--- config.mk ---
export PLATFORM = sky130hd
export DESIGN_NAME = input_periph
export DESIGN_NICKNAME = d
export VERILOG_FILES = /design/src/rtl/io_pkg.sv /design/src/rtl/key_debounce.sv /design/src/rtl/input_periph.sv
export SDC_FILE = /design/constraint.sdc
export NUM_CORES = 1
export LEC_CHECK = 0
export ABC_AREA = 1
export CAP_MARGIN = 0
export CORE_UTILIZATION = 46
export CTS_BUF_LIST = sky130_fd_sc_hd__clkbuf_2 sky130_fd_sc_hd__clkbuf_4 sky130_fd_sc_hd__clkbuf_8
export CTS_CLUSTER_SIZE = 20
export DETAILED_ROUTE_END_ITERATION = 6
export HOLD_SLACK_MARGIN = 0.05
export PLACE_DENSITY_LB_ADDON = 0.05
export SYNTH_ARGS = -nofsm -noshare
export SYNTH_HDL_FRONTEND = slang
export SYNTH_SLANG_ARGS = --single-unit
--- constraint.sdc ---
create_clock -name clk -period 1.4 [get_ports clk]
set_input_delay 0.28 -clock clk [delete_from_list [all_inputs] [get_ports clk]]
set_output_delay 0.28 -clock clk [all_outputs]
set_load 0.05 [all_outputs]
--- src/rtl/io_pkg.sv ---
// rtl/io_pkg.sv - shared peripheral select codes and input-peripheral register offsets
package io_pkg;

    typedef logic [2:0] io_code_t;

    localparam io_code_t CODE_INPUT = 3'b111;
    localparam io_code_t CODE_HEX   = 3'b100;
    localparam io_code_t CODE_LEDG  = 3'b101;
    localparam io_code_t CODE_LEDR  = 3'b110;
    localparam io_code_t CODE_LCD   = 3'b011;

    typedef logic [1:0] in_addr_t;

    localparam in_addr_t IN_SW   = 2'd0;
    localparam in_addr_t IN_KEY  = 2'd1;
    localparam in_addr_t IN_EDGE = 2'd2;
    localparam in_addr_t IN_MASK = 2'd3;

endpackage

--- src/rtl/key_debounce.sv ---
// rtl/key_debounce.sv - one active-low key: two-flop sync, hold counter, stable level and press pulse
module key_debounce #(
    parameter int DEBOUNCE_CYCLES = 16
) (
    input  logic clk,
    input  logic rst,
    input  logic key_raw,
    output logic stable,
    output logic fall_pulse
);

    localparam int CNT_W = (DEBOUNCE_CYCLES > 1) ? $clog2(DEBOUNCE_CYCLES) : 1;
    localparam logic [CNT_W-1:0] CNT_LAST = CNT_W'(DEBOUNCE_CYCLES - 1);

    logic             sync1_q, sync1_d;
    logic             sync2_q, sync2_d;
    logic             stable_q, stable_d;
    logic [CNT_W-1:0] cnt_q, cnt_d;

    always_comb begin
        sync1_d  = key_raw;
        sync2_d  = sync1_q;
        stable_d = stable_q;
        cnt_d    = cnt_q;
        // Any sample matching the accepted level restarts the hold window.
        if (sync2_q == stable_q) begin
            cnt_d = '0;
        end else if (cnt_q == CNT_LAST) begin
            stable_d = sync2_q;
            cnt_d    = '0;
        end else begin
            cnt_d = cnt_q + 1'b1;
        end
    end

    // Sync stages reset to released so a key held through reset must re-qualify.
    always_ff @(posedge clk) begin
        if (rst) begin
            sync1_q  <= 1'b1;
            sync2_q  <= 1'b1;
            stable_q <= 1'b1;
            cnt_q    <= '0;
        end else begin
            sync1_q  <= sync1_d;
            sync2_q  <= sync2_d;
            stable_q <= stable_d;
            cnt_q    <= cnt_d;
        end
    end

    assign stable     = stable_q;
    assign fall_pulse = stable_q & ~stable_d;

endmodule

--- src/rtl/input_periph.sv ---
// rtl/input_periph.sv - load-side input peripheral: switches, debounced keys, sticky press capture, irq mask
module input_periph
    import io_pkg::*;
#(
    parameter int       SW_W            = 18,
    parameter int       KEY_W           = 4,
    parameter int       DEBOUNCE_CYCLES = 16,
    parameter io_code_t SEL_CODE        = CODE_INPUT
) (
    input  logic              clk,
    input  logic              rst,
    input  logic [SW_W-1:0]   i_sw,
    input  logic [KEY_W-1:0]  i_key,
    input  logic [5:0]        addr,
    input  logic [2:0]        code,
    input  logic              ld_en,
    input  logic              st_en,
    input  logic [31:0]       st_data,
    output logic [31:0]       ld_data,
    output logic              o_key_irq
);

    logic [SW_W-1:0]  sw_sync1_q, sw_sync1_d;
    logic [SW_W-1:0]  sw_reg_q, sw_reg_d;
    logic [KEY_W-1:0] edge_cap_q, edge_cap_d;
    logic [KEY_W-1:0] irq_mask_q, irq_mask_d;
    logic             key_irq_q, key_irq_d;

    logic [KEY_W-1:0] key_stable;
    logic [KEY_W-1:0] key_fall;
    logic             sel;
    logic             st_hit;
    logic             unused_bits;

    for (genvar g = 0; g < KEY_W; g++) begin : g_key
        key_debounce #(
            .DEBOUNCE_CYCLES(DEBOUNCE_CYCLES)
        ) u_key_debounce (
            .clk       (clk),
            .rst       (rst),
            .key_raw   (i_key[g]),
            .stable    (key_stable[g]),
            .fall_pulse(key_fall[g])
        );
    end

    assign sel         = (code == SEL_CODE);
    assign st_hit      = st_en && sel;
    assign unused_bits = ^{addr[5:2], st_data[31:KEY_W]};

    always_comb begin
        sw_sync1_d = i_sw;
        sw_reg_d   = sw_sync1_q;
        edge_cap_d = edge_cap_q;
        irq_mask_d = irq_mask_q;
        if (st_hit) begin
            case (addr[1:0])
                IN_EDGE: edge_cap_d = edge_cap_q & ~st_data[KEY_W-1:0];
                IN_MASK: irq_mask_d = st_data[KEY_W-1:0];
                default: ;
            endcase
        end
        // Press capture is applied after the clear so a same-cycle press survives.
        edge_cap_d = edge_cap_d | key_fall;
        key_irq_d  = |(edge_cap_q & irq_mask_q);
    end

    always_ff @(posedge clk) begin
        if (rst) begin
            sw_sync1_q <= '0;
            sw_reg_q   <= '0;
            edge_cap_q <= '0;
            irq_mask_q <= '0;
            key_irq_q  <= 1'b0;
        end else begin
            sw_sync1_q <= sw_sync1_d;
            sw_reg_q   <= sw_reg_d;
            edge_cap_q <= edge_cap_d;
            irq_mask_q <= irq_mask_d;
            key_irq_q  <= key_irq_d;
        end
    end

    always_comb begin
        ld_data = '0;
        if (ld_en && sel) begin
            case (addr[1:0])
                IN_SW:   ld_data[SW_W-1:0]  = sw_reg_q;
                IN_KEY:  ld_data[KEY_W-1:0] = ~key_stable;
                IN_EDGE: ld_data[KEY_W-1:0] = edge_cap_q;
                IN_MASK: ld_data[KEY_W-1:0] = irq_mask_q;
                default: ;
            endcase
        end
    end

    assign o_key_irq = key_irq_q;

endmodule

# ---- After elaboration in Yosys (flattened, before gate mapping)
# Cells that the tools add are included.
dict set report op_classes {
  n_addsub 4
  multipliers 0
  bitwise_logic 13
  n_reduce_logical 9
  n_mux 13
  div_mod_pow 0
  n_lt_le_gt_ge 0
  eq_ne 12
  n_shift 0
}
# cell n
set ops {}
lappend ops {{two-way mux 18 bit} 1}
lappend ops {{adder 4 x 1 -> 4 bit, second input constant} 4}
lappend ops {{equality test 4 bit, second input constant} 4}
lappend ops {{case mux 4 bit (4 select lines)} 1}
lappend ops {{two-way mux 14 bit} 1}
lappend ops {{OR reduction 3 bit} 4}
lappend ops {{bitwise AND 4 bit} 2}
lappend ops {{two-way mux 1 bit} 8}
lappend ops {{two-way mux 4 bit} 2}
lappend ops {{inverter 4 bit} 2}
lappend ops {{bitwise AND 1 bit} 4}
lappend ops {{equality test 1 bit} 4}
lappend ops {{equality test 2 bit, second input constant} 2}
lappend ops {{inverter 1 bit} 4}
lappend ops {{bitwise OR 4 bit} 1}
lappend ops {{OR reduction 4 bit} 1}
lappend ops {{equality test 3 bit, second input constant} 1}
lappend ops {{equality test 2 x 1 -> 1 bit, second input constant} 1}
lappend ops {{logical AND 1 bit} 2}
lappend ops {{zero test 2 bit} 1}
lappend ops {{AND reduction 2 bit} 1}
dict set report word_totals {
  ramBits 0
  inputBits 67
  reg_bits 73
  romBits 0
  out_inout_bits 33
  latchBits 0
  n_memories 0
}

# ---- Longest topological paths before layout
# Gate-level depths: netlist of run 1.
dict set report depth {
  depth_word 6
  mapped_depth 6
  ltp_nobuf 6
}

# ---- Hierarchy
# A second synthesis of run 1 with hierarchy kept.
dict set report unflattened {
  hier_cells 388
  area_unflattened_um2 2909.0
}
# mod seq_area_each_um2 area_each_um2 cells_per_inst instances
set modules_own_cells {}
lappend modules_own_cells {input_periph 900.9 1788.0 256 1}
lappend modules_own_cells {key_debounce 140.1 280.3 33 4}

# ---- Least setup slack after synthesis of run 1
# No wires, ideal clock.
dict set report synth_timing {
  path_kind {input port to output port}
  startpoint {input port ld_en}
  endpoint {output port ld_data[0]}
  arrival_time_ps 1428
  setup_slack_ps -308
  cell_stages 4
  cell_sequence {nand4_1 -> inv_1 -> o21ai_0 -> a21oi_1}
}
dict set report synth_between {
  elab_chain_cells 2
}
# item line_no
set synth_lines {}
lappend synth_lines {{start, declared} input_periph.sv:16} ;# input logic ld_en,
lappend synth_lines {{logical AND 1 bit} input_periph.sv:86} ;# if (ld_en && sel) begin
lappend synth_lines {{two-way mux 18 bit} input_periph.sv:86}
lappend synth_lines {{end, declared} input_periph.sv:19} ;# output logic [31:0] ld_data,
# No other way between the ends.

# ---- Worst setup path in the final report of run 1
dict set report layout_timing {
  startpoint {register g_key[3].u_key_debounce.stable_q}
  endpoint {output port ld_data[3]}
}
dict set report layout_between {
  elab_chain_cells 3
}
# item line_no
set layout_lines {}
lappend layout_lines {{start, declared} key_debounce.sv:17} ;# logic stable_q, stable_d;
lappend layout_lines {{start signal, assigned} key_debounce.sv:46} ;# stable_q <= stable_d;
lappend layout_lines {{inverter 4 bit} input_periph.sv:89} ;# IN_KEY: ld_data[KEY_W-1:0] = ~key_stable;
lappend layout_lines {{case mux 4 bit (4 select lines)} input_periph.sv:87} ;# case (addr[1:0])
lappend layout_lines {{two-way mux 18 bit} input_periph.sv:86}
# No other way between the ends.

==> results_dict.tcl, run 1 <==
set metrics [dict create \
    regArea_um2 1470 \
    muxShareOfSynthArea 0 \
    first_iter_violations 93 \
    ys_types 23 \
    tns_ns -0.272 \
    maxSlewViolCount 0 \
    fin_crit_sh 1.07 \
    ys_seq_area_frac 0.521 \
    layout_commonest_cell "nor2_1" \
    worstPathRequired_ns 1.12 \
    core-area_um2 5890 \
    path_common_cell "a21oi_2" \
    synth_fa_ha_area_frac 0.0178 \
    rr_endpoint "g_key[1].u_key_debounce.cnt_q[0]$_SDFF_PP0_" \
    grt_pass1_wl_um 8630 \
    die_h_um 80.1 \
    min_period_ns 1.50 \
    fin_util 0.725 \
    min_from "sw_reg_d[4]$_SDFF_PP0_" \
    wl_um 5320 \
    area_growth_pct 52.3 \
    via_per_inst 4.32 \
    placed_area_um2 3780 \
    crit_chain "a21oi_2, a21oi_2, a21oi_4, buf_12" \
    hold_class "reg -> reg" \
    ys_ff_latch 73 \
    multi_input_area_um2 1210 \
    violations "negative setup slack" \
    antenna_cells 0 \
    final_cell_mix "nor2_1, dfxtp_1, inv_1, nand2_1, clkdlybuf4s50_1" \
    ant_nets 0 \
    start_util 0.476 \
    port-buffer-count 53 \
    hold_viol 0 \
    cts_tree "built" \
    synthXorXnorAreaFrac 0.0250 \
    wire_per_inst_um 10.2 \
    cts_buffers 9 \
    num_io_pins 100 \
    cts_sinks 73 \
    fp-row-count 28 \
    place_congestion 0.876 \
    grt_max_degree 27 \
    cp-start-kind "register" \
    r2r_setup_slack_ns 0.25 \
    cts-root-to-sink-buffers 2 \
    grt_usage 0.181 \
    grt_overflow 0 \
    grt_setup_unrepaired "yes" \
    finish.instance_area_um2 4270 \
    syn_inst 362 \
    synth.cell_area_um2 2800 \
    drt_pass1_iterations 4 \
    max_freq_mhz 665 \
    r2r-start "g_key[1].u_key_debounce.cnt_q[0]$_SDFF_PP0_" \
    yosys_warnings 0 \
    endpoint_kind "output port" \
    maxCapViolCount 0 \
    worstPathArrival_ns 1.22 \
    path_class "reg -> out" \
    min_to "sw_reg_q[4]$_SDFF_PP0_" \
    preCtsSetupSlack_ns -0.480 \
    cp_slowest_cell "dfxtp_2" \
    critPathMaxStageDelay_ns 0.34 \
    clockRootBuffer "clkbuf_8" \
    dp_hpwl_um 3750 \
    worstSkewPairLatency_ns 0.33 \
    drive_gt1_frac 0.280 \
    cts_htree_levels 3 \
    layout.nets 514 \
    synth_top_family_by_area "simple AND/OR/NAND/NOR gates" \
    hold_depth 2 \
    synth_simple_gate_area_frac 0.245 \
    synth-compound-area-share 0.0477 \
    setup_viol_count_final 4 \
    p_leak_nw 1.87 \
    p_per_area_nw_per_um2 1060 \
    die-area_um2 6410 \
    vdd_drop_max_mv 0.998 \
    drc 0 \
    finClkSkew_ns 0.00575 \
    path_max_fanout 2 \
    die_x_um 80.1 \
    antenna_found_initial 0 \
    status "finished with violations" \
    avgSynthCellArea_um2 7.75 \
    r2r.worst_path.cells 6 \
    nFillCells 450 \
    vias 2254 \
    path_clk_slew_ns 0.07 \
    setup_slack_ns -0.105 \
    grt_pass1_vias 1982 \
]
==> cell usage after synthesis (all sizes together) <==
cell type / count / share of area
a41oi: 1 / 0.0031
dfxtp: 73 / 0.52
a21oi: 15 / 0.027
ha: 4 / 0.018
clkbuf: 5 / 0.0067
nor2: 87 / 0.12
nand2: 48 / 0.068
nor3: 4 / 0.0071
xor2: 8 / 0.025
inv: 68 / 0.091
nand3: 13 / 0.023
buf: 17 / 0.044
o211ai: 4 / 0.011
nand4: 2 / 0.0045
or2: 8 / 0.018
o21ai: 4 / 0.0071
conb: 1 / 0.0013
==> where the power goes <==
| part | internal, W | switching (W) |
|---|---|---|
| Combinational | 0.000199 | 0.000247 |
| Clock | 0.00117 | 0.000733 |
| Sequential | 0.00214 | 0.0000228 |
==> how the worst max path moves through the flow <==
| stage | startpoint | end | slack [ns] | depth (start not counted) |
|---|---|---|---|---|
| after floorplan | ld_en | ld_data[10] | -0.13 | 3 |
| after global placement | addr[0] | ld_data[3] | -0.47 | 8 |
| after detailed placement | addr[0] | ld_data[3] | -0.48 | 8 |
| after CTS | g_key[3].u_key_debounce.stable$_SDFF_PP1_ | ld_data[3] | -0.1 | 4 |
| after global routing | irq_mask_q[0]$_SDFFE_PP0P_ | ld_data[0] | -0.16 | 5 |
| final | g_key[3].u_key_debounce.stable$_SDFF_PP1_ | ld_data[3] | -0.10 | 4 |
==> state kept, by name, summed over array words and instances (netlist names) <==
signal	cells
o_key_irq	1
edge_cap_q	4
sw_reg_d	18
g_key.u_key_debounce.sync2_q	4
irq_mask_q	4
sw_reg_q	18
g_key.u_key_debounce.sync1_q	4
g_key.u_key_debounce.stable	4
g_key.u_key_debounce.cnt_q	16
==> final cells by class <==
class / count / share of cell area
clock inverters: 6 / 0.0252
well taps: 75 / 0.0220
flip-flops and latches: 73 / 0.345
repair buffers: 79 / 0.235
clock buffers: 9 / 0.0290
inverters: 68 / 0.0598
multi-input cells: 212 / 0.284
==> critical path, delay by kind of cell (launching register included) <==
kind / cells / cell delay (ns)
buffers and inverters: 1 / 0.15
flip-flops: 1 / 0.34
AO/OA/AOI/OAI: 3 / 0.40
==> stage by stage <==
step	power, W	hold slack (ns)	cells
finish	0.00450	0.402	522
global route	0.00468	0.417	522
CTS	0.00455	0.404	523
detailed placement	0.00261	0.394	502
global placement	0.00260	0.390	502
floorplan	0.00245	0.384	375
==> cells by family (layout without fill, tap and decap cells) <==
logic type / after synthesis / count (layout)
fa+ha+maj: 4 / 4
xor+xnor: 8 / 8
compound gates: 24 / 24
buf+inv: 90 / 162
flops: 73 / 73
simple gates: 162 / 162
other cells: 1 / 14
==> repair_timing <==
action / CTS / global route
gates cloned: 2 / 0
hold endpoints to repair: 0 / 0
resized for setup: 81 / 19
endpoints found under the setup margin: 18 / 18
pin swaps: 19 / 13
buffers inserted: 5 / 1
hold buffers: 0 / 0
==> metal layers <==
metal / vias up / global-route usage / routed length [µm]
met5: - / 0 / 0
met4: 0 / 0.0964 / 116
met3: 10 / 0.0341 / 243
met2: 57 / 0.303 / 2630
met1: 980 / 0.220 / 2330
li1: 1207 / - / -
(Power assumes the default switching activity.)
==> inputs of run 2 (changes only) <==
--- a/config.mk
+++ b/config.mk
@@ -11,7 +11,7 @@
 export CTS_BUF_LIST = sky130_fd_sc_hd__clkbuf_2 sky130_fd_sc_hd__clkbuf_4 sky130_fd_sc_hd__clkbuf_8
 export CTS_CLUSTER_SIZE = 20
 export DETAILED_ROUTE_END_ITERATION = 6
-export HOLD_SLACK_MARGIN = 0.05
+export HOLD_SLACK_MARGIN = 0.03
 export PLACE_DENSITY_LB_ADDON = 0.05
 export SYNTH_ARGS = -nofsm -noshare
 export SYNTH_HDL_FRONTEND = slang
==> results of run 2 <==
Same layout as run 1: the final DEF is identical, and so are final timing and power.
